===== src/rtl/ysyx_22040125_mem_arbiter.sv =====
// Shares one memory port between instruction fetch and data access, one transaction in flight.
// Data wins by default; a starvation counter forces an IF grant after STARVE_LIMIT data grants.
module ysyx_22040125_mem_arbiter #(
  parameter int STARVE_LIMIT = 4
) (
  input  logic        clk,
  input  logic        rst,
  input  logic        if_req,
  input  logic [63:0] if_addr,
  output logic        if_gnt,
  output logic        if_rvalid,
  output logic [31:0] if_rdata,
  input  logic        d_req,
  input  logic        d_wen,
  input  logic [63:0] d_addr,
  input  logic [63:0] d_wdata,
  input  logic [7:0]  d_wmask,
  output logic        d_gnt,
  output logic        d_rvalid,
  output logic [63:0] d_rdata,
  output logic        mem_req,
  output logic        mem_wen,
  output logic [63:0] mem_addr,
  output logic [63:0] mem_wdata,
  output logic [7:0]  mem_wmask,
  input  logic        mem_ready,
  input  logic        mem_rvalid,
  input  logic [63:0] mem_rdata
);

  localparam logic [3:0] LIMIT = 4'(STARVE_LIMIT);

  typedef enum logic [1:0] {IDLE, WAIT_IF, WAIT_D} state_t;

  state_t     state, state_nxt;
  logic [3:0] starve_cnt;
  logic       lane_sel;
  logic       d_wen_q;
  logic       if_win, d_win, hs;
  logic       unused_addr_bits;

  assign unused_addr_bits = ^{if_addr[1:0], d_addr[2:0]};

  assign if_win = if_req & (~d_req | (starve_cnt == LIMIT));
  assign d_win  = d_req & ~if_win;
  assign hs     = (state == IDLE) & (if_req | d_req) & mem_ready;

  always_ff @(posedge clk) begin
    if (!rst) state <= IDLE;
    else      state <= state_nxt;
  end

  always_comb begin
    state_nxt = state;
    case (state)
      IDLE:    if (hs) state_nxt = if_win ? WAIT_IF : WAIT_D;
      WAIT_IF: if (mem_rvalid) state_nxt = IDLE;
      WAIT_D:  if (mem_rvalid) state_nxt = IDLE;
      default: state_nxt = IDLE;
    endcase
  end

  // Fairness counter, fetch lane and store flag are captured at the grant handshake
  always_ff @(posedge clk) begin
    if (!rst) begin
      starve_cnt <= 4'd0;
      lane_sel   <= 1'b0;
      d_wen_q    <= 1'b0;
    end else if (hs) begin
      if (if_win) begin
        starve_cnt <= 4'd0;
        lane_sel   <= if_addr[2];
      end else begin
        d_wen_q <= d_wen;
        if (if_req && starve_cnt != LIMIT) starve_cnt <= starve_cnt + 4'd1;
      end
    end
  end

  // Everything is forced low while reset is held so nothing leaks to memory or the pipeline
  always_comb begin
    mem_req   = 1'b0;
    mem_wen   = 1'b0;
    mem_addr  = 64'd0;
    mem_wdata = 64'd0;
    mem_wmask = 8'h00;
    if_gnt    = 1'b0;
    d_gnt     = 1'b0;
    if_rvalid = 1'b0;
    if_rdata  = 32'd0;
    d_rvalid  = 1'b0;
    d_rdata   = 64'd0;
    if (rst) begin
      case (state)
        IDLE: begin
          mem_req = if_req | d_req;
          if (if_win) begin
            mem_addr = {if_addr[63:3], 3'b000};
            if_gnt   = mem_ready;
          end else if (d_win) begin
            mem_addr = {d_addr[63:3], 3'b000};
            mem_wen  = d_wen;
            if (d_wen) begin
              mem_wdata = d_wdata;
              mem_wmask = d_wmask;
            end
            d_gnt = mem_ready;
          end
        end
        WAIT_IF: if (mem_rvalid) begin
          if_rvalid = 1'b1;
          if_rdata  = lane_sel ? mem_rdata[63:32] : mem_rdata[31:0];
        end
        WAIT_D: if (mem_rvalid) begin
          d_rvalid = 1'b1;
          d_rdata  = d_wen_q ? 64'd0 : mem_rdata;
        end
        default: ;
      endcase
    end
  end

endmodule

===== config.mk =====
export PLATFORM = sky130hd
export DESIGN_NAME = ysyx_22040125_mem_arbiter
export DESIGN_NICKNAME = d
export VERILOG_FILES = /design/src/rtl/ysyx_22040125_mem_arbiter.sv
export SDC_FILE = /design/constraint.sdc
export NUM_CORES = 1
export LEC_CHECK = 0
export CAP_MARGIN = 10
export CORE_AREA = 4 4 195 197
export CTS_BUF_LIST = sky130_fd_sc_hd__clkbuf_8
export CTS_CLUSTER_SIZE = 10
export DETAILED_ROUTE_END_ITERATION = 8
export DIE_AREA = 0 0 199 201
export PLACE_DENSITY = 0.37
export REMOVE_ABC_BUFFERS = 1
export SETUP_SLACK_MARGIN = 0.15
export SLEW_MARGIN = 15
export SYNTH_ARGS = -nofsm -noshare
export SYNTH_HDL_FRONTEND = slang
export SYNTH_SLANG_ARGS = --single-unit

===== constraint.sdc =====
create_clock -name clk -period 4.1 [get_ports clk]
set_input_delay 1.025 -clock clk [delete_from_list [all_inputs] [get_ports clk]]
set_output_delay 1.025 -clock clk [all_outputs]
set_load 0.01 [all_outputs]

# Word-level counts from Yosys, hierarchy flattened
# Cells that the tools add are included.
# W data, S select, Z words.
[op_classes] n_addsub=1 eq_ne=6 mux=46 bitwise=8 reduce_logical=8
[ops] cell="$mux W64" n=13
[ops] cell="$mux W32" n=4
[ops] cell="$mux W8" n=5
[ops] cell="$mux W1" n=18
[ops] cell="$mux W4" n=2
[ops] cell="$reduce_and A2 Y1" n=4
[ops] cell="$mux W2" n=3
[ops] cell="$add A4 B1 Y4 const B" n=1
[ops] cell="$and A1 B1 Y1" n=4
[ops] cell="$eq A4 B3 Y1 const B" n=1
[ops] cell="$ne A4 B3 Y1 const B" n=1
[ops] cell="$pmux W2 S2" n=1
[ops] cell="$eq A2 B1 Y1 const B" n=1
[ops] cell="$eq A2 B2 Y1 const B" n=1
[ops] cell="$logic_not A2 Y1" n=1
[ops] cell="$ne A2 B1 Y1 const B" n=1
[ops] cell="$ne A2 B2 Y1 const B" n=1
[ops] cell="$not A1 Y1" n=2
[ops] cell="$or A1 B1 Y1" n=2
[ops] cell="$reduce_bool A2 Y1" n=1
[ops] cell="$reduce_or A2 Y1" n=1
[ops] cell="$logic_and A1 B1 Y1" n=1
[word_totals] register_bits=8

# Depth between registers and ports, before layout
[depth] depth_word=9 mapped_depth=8

# Worst setup path before layout
# OpenSTA, ideal clock, no wires.
[synth_timing] path_type="in2out" from="input rst" to="output mem_wdata[54]" arrival_time_ns=1.915 slack_ns=1.160 cell_stages=6 path_buffers=3 cell_sequence="and2_1 -> buf_4 -> and4_1 -> buf_6 -> buf_6 -> and2_1"
[synth_between] elab_chain_cells=1
[synth_lines] item="start: declaration" line="7" rtl="input logic rst,"
[synth_lines] item="$mux W64" line="93" rtl="if (rst) begin"
[synth_lines] item="end: declaration" line="24" rtl="output logic [63:0] mem_wdata,"
# Every way passes these cells.

# Worst setup path after layout
[layout_timing] from="input if_req" to="output mem_addr[49]"
[layout_between] elab_chain_cells=7
[layout_lines] item="start: declaration" line="8" rtl="input logic if_req,"
[layout_lines] item="$and A1 B1 Y1 (*)" line="44" rtl="assign if_win = if_req & (~d_req | (starve_cnt == LIMIT));"
[layout_lines] item="$not A1 Y1 (no source line)"
[layout_lines] item="$and A1 B1 Y1" line="45" rtl="assign d_win = d_req & ~if_win;"
[layout_lines] item="$mux W64" line="100" rtl="end else if (d_win) begin"
[layout_lines] item="$mux W64 (*)" line="97" rtl="if (if_win) begin"
[layout_lines] item="$mux W64 (*)" line="94" rtl="case (state)"
[layout_lines] item="$mux W64 (*)" line="93"
[layout_lines] item="end: declaration" line="23" rtl="output logic [63:0] mem_addr,"
# Every way passes the cells marked *; elsewhere a longest branch is shown, timed or not.

==> metrics.txt <==
fin worst setup slack around 220 ps; post-synth top area share between 20% and 30%; top cells by area, synth and2_1, nand2_1, o22ai_1; Root Buffer clkbuf_8; RR Startpoint state[0]; library cells used by synthesis 31; Die Span Y approximately 200 um; Slew @ Worst Pin about 670 ps; total congestion overflow 0; Final GP Congestion about 0.8; drt via density 3.64; Avg WL per Cell between 15 and 20 um; critical path type in2out; Die ar. approximately 40000 um^2; RSZ-0062 raised after global routing false; combinational group share of total power approximately four fifths; vias in the first global route around 5.4k; hold endpoint d_wen_q; period utilisation layout 94.7%; initial antenna violation count 10; initial DRC count 195; EDFF count, synth 0; Num Clock Sinks 8; # DRC 0; status finished, final reports clean; Starting Density just over 8%; min-delay worst type reg2reg; first-pass GRT wire length approximately 35000 um; # port buffers 500; FF+latch count, synth 8; most common cell in the netlist and2_1; P_sw roughly 330 uW; Pwr Density approximately 110 nW/um^2; dpl hpwl about 21000 um; yosys warns 0; Cell Area, Synth 2990 um^2; DP Area 8690 um^2; fraction of registers with async set/reset 0%; Pleak 3.94 nW; worst r2r path cells 7; die width 199 um; Yosys top cell by area and2_1; Hold Path Depth 2; core box area ~36000 um^2; clock latency on the worst-skew pair around 230 ps; post-synthesis sequential area ratio 5.36%; pre-CTS setup slack around 15 ps; IO Count just over 500; Hold Path Origin d_wen_q; Internal between 600 and 700 uW; flop-to-flop setup slack around 2300 ps; Clk pin slew, worst setup/hold paths ~40 ps; final WL 25500 um; Primary FF master, synth dfxtp_1; drt first pass iters 4; area delta synth->final 201%; Max-Cap Viols 0; minimum clock period 3880 ps; Switching Fraction between 30% and 40%; clock buffer depth 2; CTS tree yes; sequential share of power a little under a tenth; Worst setup SP type input pin; Worst Path Required about 3100 ps; relative slew slack 55.5%; largest net degree at the start of global routing 41; fin nets roughly 1.3k; Max FO, Critical Path 17; global-route usage over all layers between 10% and 20%; Final setup viols 0; Slew Limit Fails 0; vias after detailed routing roughly 5.4k; fmax about 0.26 GHz; Power Total about 940 uW; syn avg cell area 5.88 um^2; reg2reg end state[1]; clock share of power approximately a tenth; post-route cell area about 9000 um^2; H-tree depth 1; share of cells above drive strength 1 approximately 5.2%; antenna viol nets, final 0; CTS buffer count 3; Fin. Hold Viols 0; Synth Instances a little over 500; CP Capture Type output port; FP Rows 70; skew final around 4.3 ps; worst ir drop on vdd roughly 50 uV; Commonest cells post-synth and2_1, nand2_1, o22ai_1, nor2_1, mux2i_1; WP data arrival 2860 ps
[cell families (layout without fill, tap and decap cells)]
family                   Yosys count  in the layout  synth area share, %
multiplexers                      33             33                 11.1
flip-flops                         8              8                 5.36
other                              1              8                0.126
adder cells (fa/ha/maj)            5              5                 2.10
AO/OA/AOI/OAI                     73             73                 15.5
buffers and inverters             60            551                 10.8
AND/OR/NAND/NOR                  328            328                 55.0
[flip-flops by register name, indices dropped and copies added, names as in the netlist]
signal and flops:
d_wen_q 1, lane_sel 1, starve_cnt 4, state 2
[critical path, stage by stage]
cell and delay, ps:
clkdlybuf4s50_1 460, nand4b_1 140, buf_4 140, nand2_4 130, buf_12 200, o22ai_1 180, clkdlybuf4s50_1 570
[worst max-delay path by stage]
stage | end | cells past startpoint | start | slack, ps
floorplan | mem_wdata[0] | 3 | rst | -1550
global placement | mem_addr[56] | 7 | rst | 4
detailed placement | mem_addr[56] | 7 | rst | 10
CTS | mem_wdata[34] | 6 | d_req | 160
global route | mem_addr[52] | 7 | if_req | 150
finish | mem_addr[49] | 7 | if_req | 220
[power by group through the flow]
stage / Sequential (mW) / Clock (mW) / Combinational, mW
6_report: 0.0872 / 0.0974 / 0.758
3_3_place_gp: 0.0885 / 0 / 0.756
2_1_floorplan: 0.0882 / 0 / 0.228
4_1_cts: 0.0874 / 0.0995 / 0.771
5_1_grt: 0.0878 / 0.102 / 0.818
3_5_place_dp: 0.0885 / 0 / 0.750
[metrics by stage]
| stage | TNS [ps] | utilization [%] | cells | hold slack, ps |
|---|---|---|---|---|
| finish | 0 | 24.7 | 1474 | 503 |
| global route | 0 | 24.7 | 1469 | 524 |
| CTS | 0 | 24.4 | 1468 | 503 |
| detailed placement | 0 | 24.0 | 1457 | 475 |
| global placement | 0 | 24.0 | 1457 | 464 |
| floorplan | -141660 | - | 457 | 438 |
[per-layer routing]
metal	global-route usage, %	vias to the layer above	routed length, um
met3	3.99	22	2450
met4	0.977	8	173
li1	-	2678	-
met5	0	-	52
met2	22.1	280	13300
met1	12.4	2374	9450
[placed cells by master (no fill, tap or decap), drive strengths merged]
master,netlist,routed
clkdlybuf4s50,0,421
and2,137,137
nand2,132,132
o22ai,62,62
dlygate4sd2,0,47
buf,30,38
nor2,35,35
mux2i,33,33
dlymetal6s2s,0,32
dfxtp,8,8
inv,7,7
diode,0,5
nand3,5,5
ha,5,5
nand4,4,4
a21oi,4,4
clkbuf,23,4
nand3b,3,3
conb,1,3
and3,3,3
nand4b,2,2
nor3,2,2
o32ai,2,2
bufbuf,0,2
nor2b,2,2
o21ai,2,2
and3b,1,1
and4,1,1
a21boi,1,1
a311o,1,1
and4b,1,1
a31oi,1,1
[final cells by class]
cell class / instances / area, um^2
fill: 4041 / 27300
timing repair buffer: 541 / 5600
multi-input combinational: 442 / 2540
tap: 468 / 586
sequential: 8 / 161
clock buffer: 3 / 41.3
inverter: 7 / 26.3
antenna: 5 / 12.5
[what timing repair did]
action	CTS	global route
setup buffers	5	0
pin swaps	1	2
gates resized for setup	53	32
setup endpoints to repair	178	57
hold endpoints to repair	0	0
gates cloned	3	1
hold buffers	0	0
No activity file was read; power rests on OpenSTA's default activity.
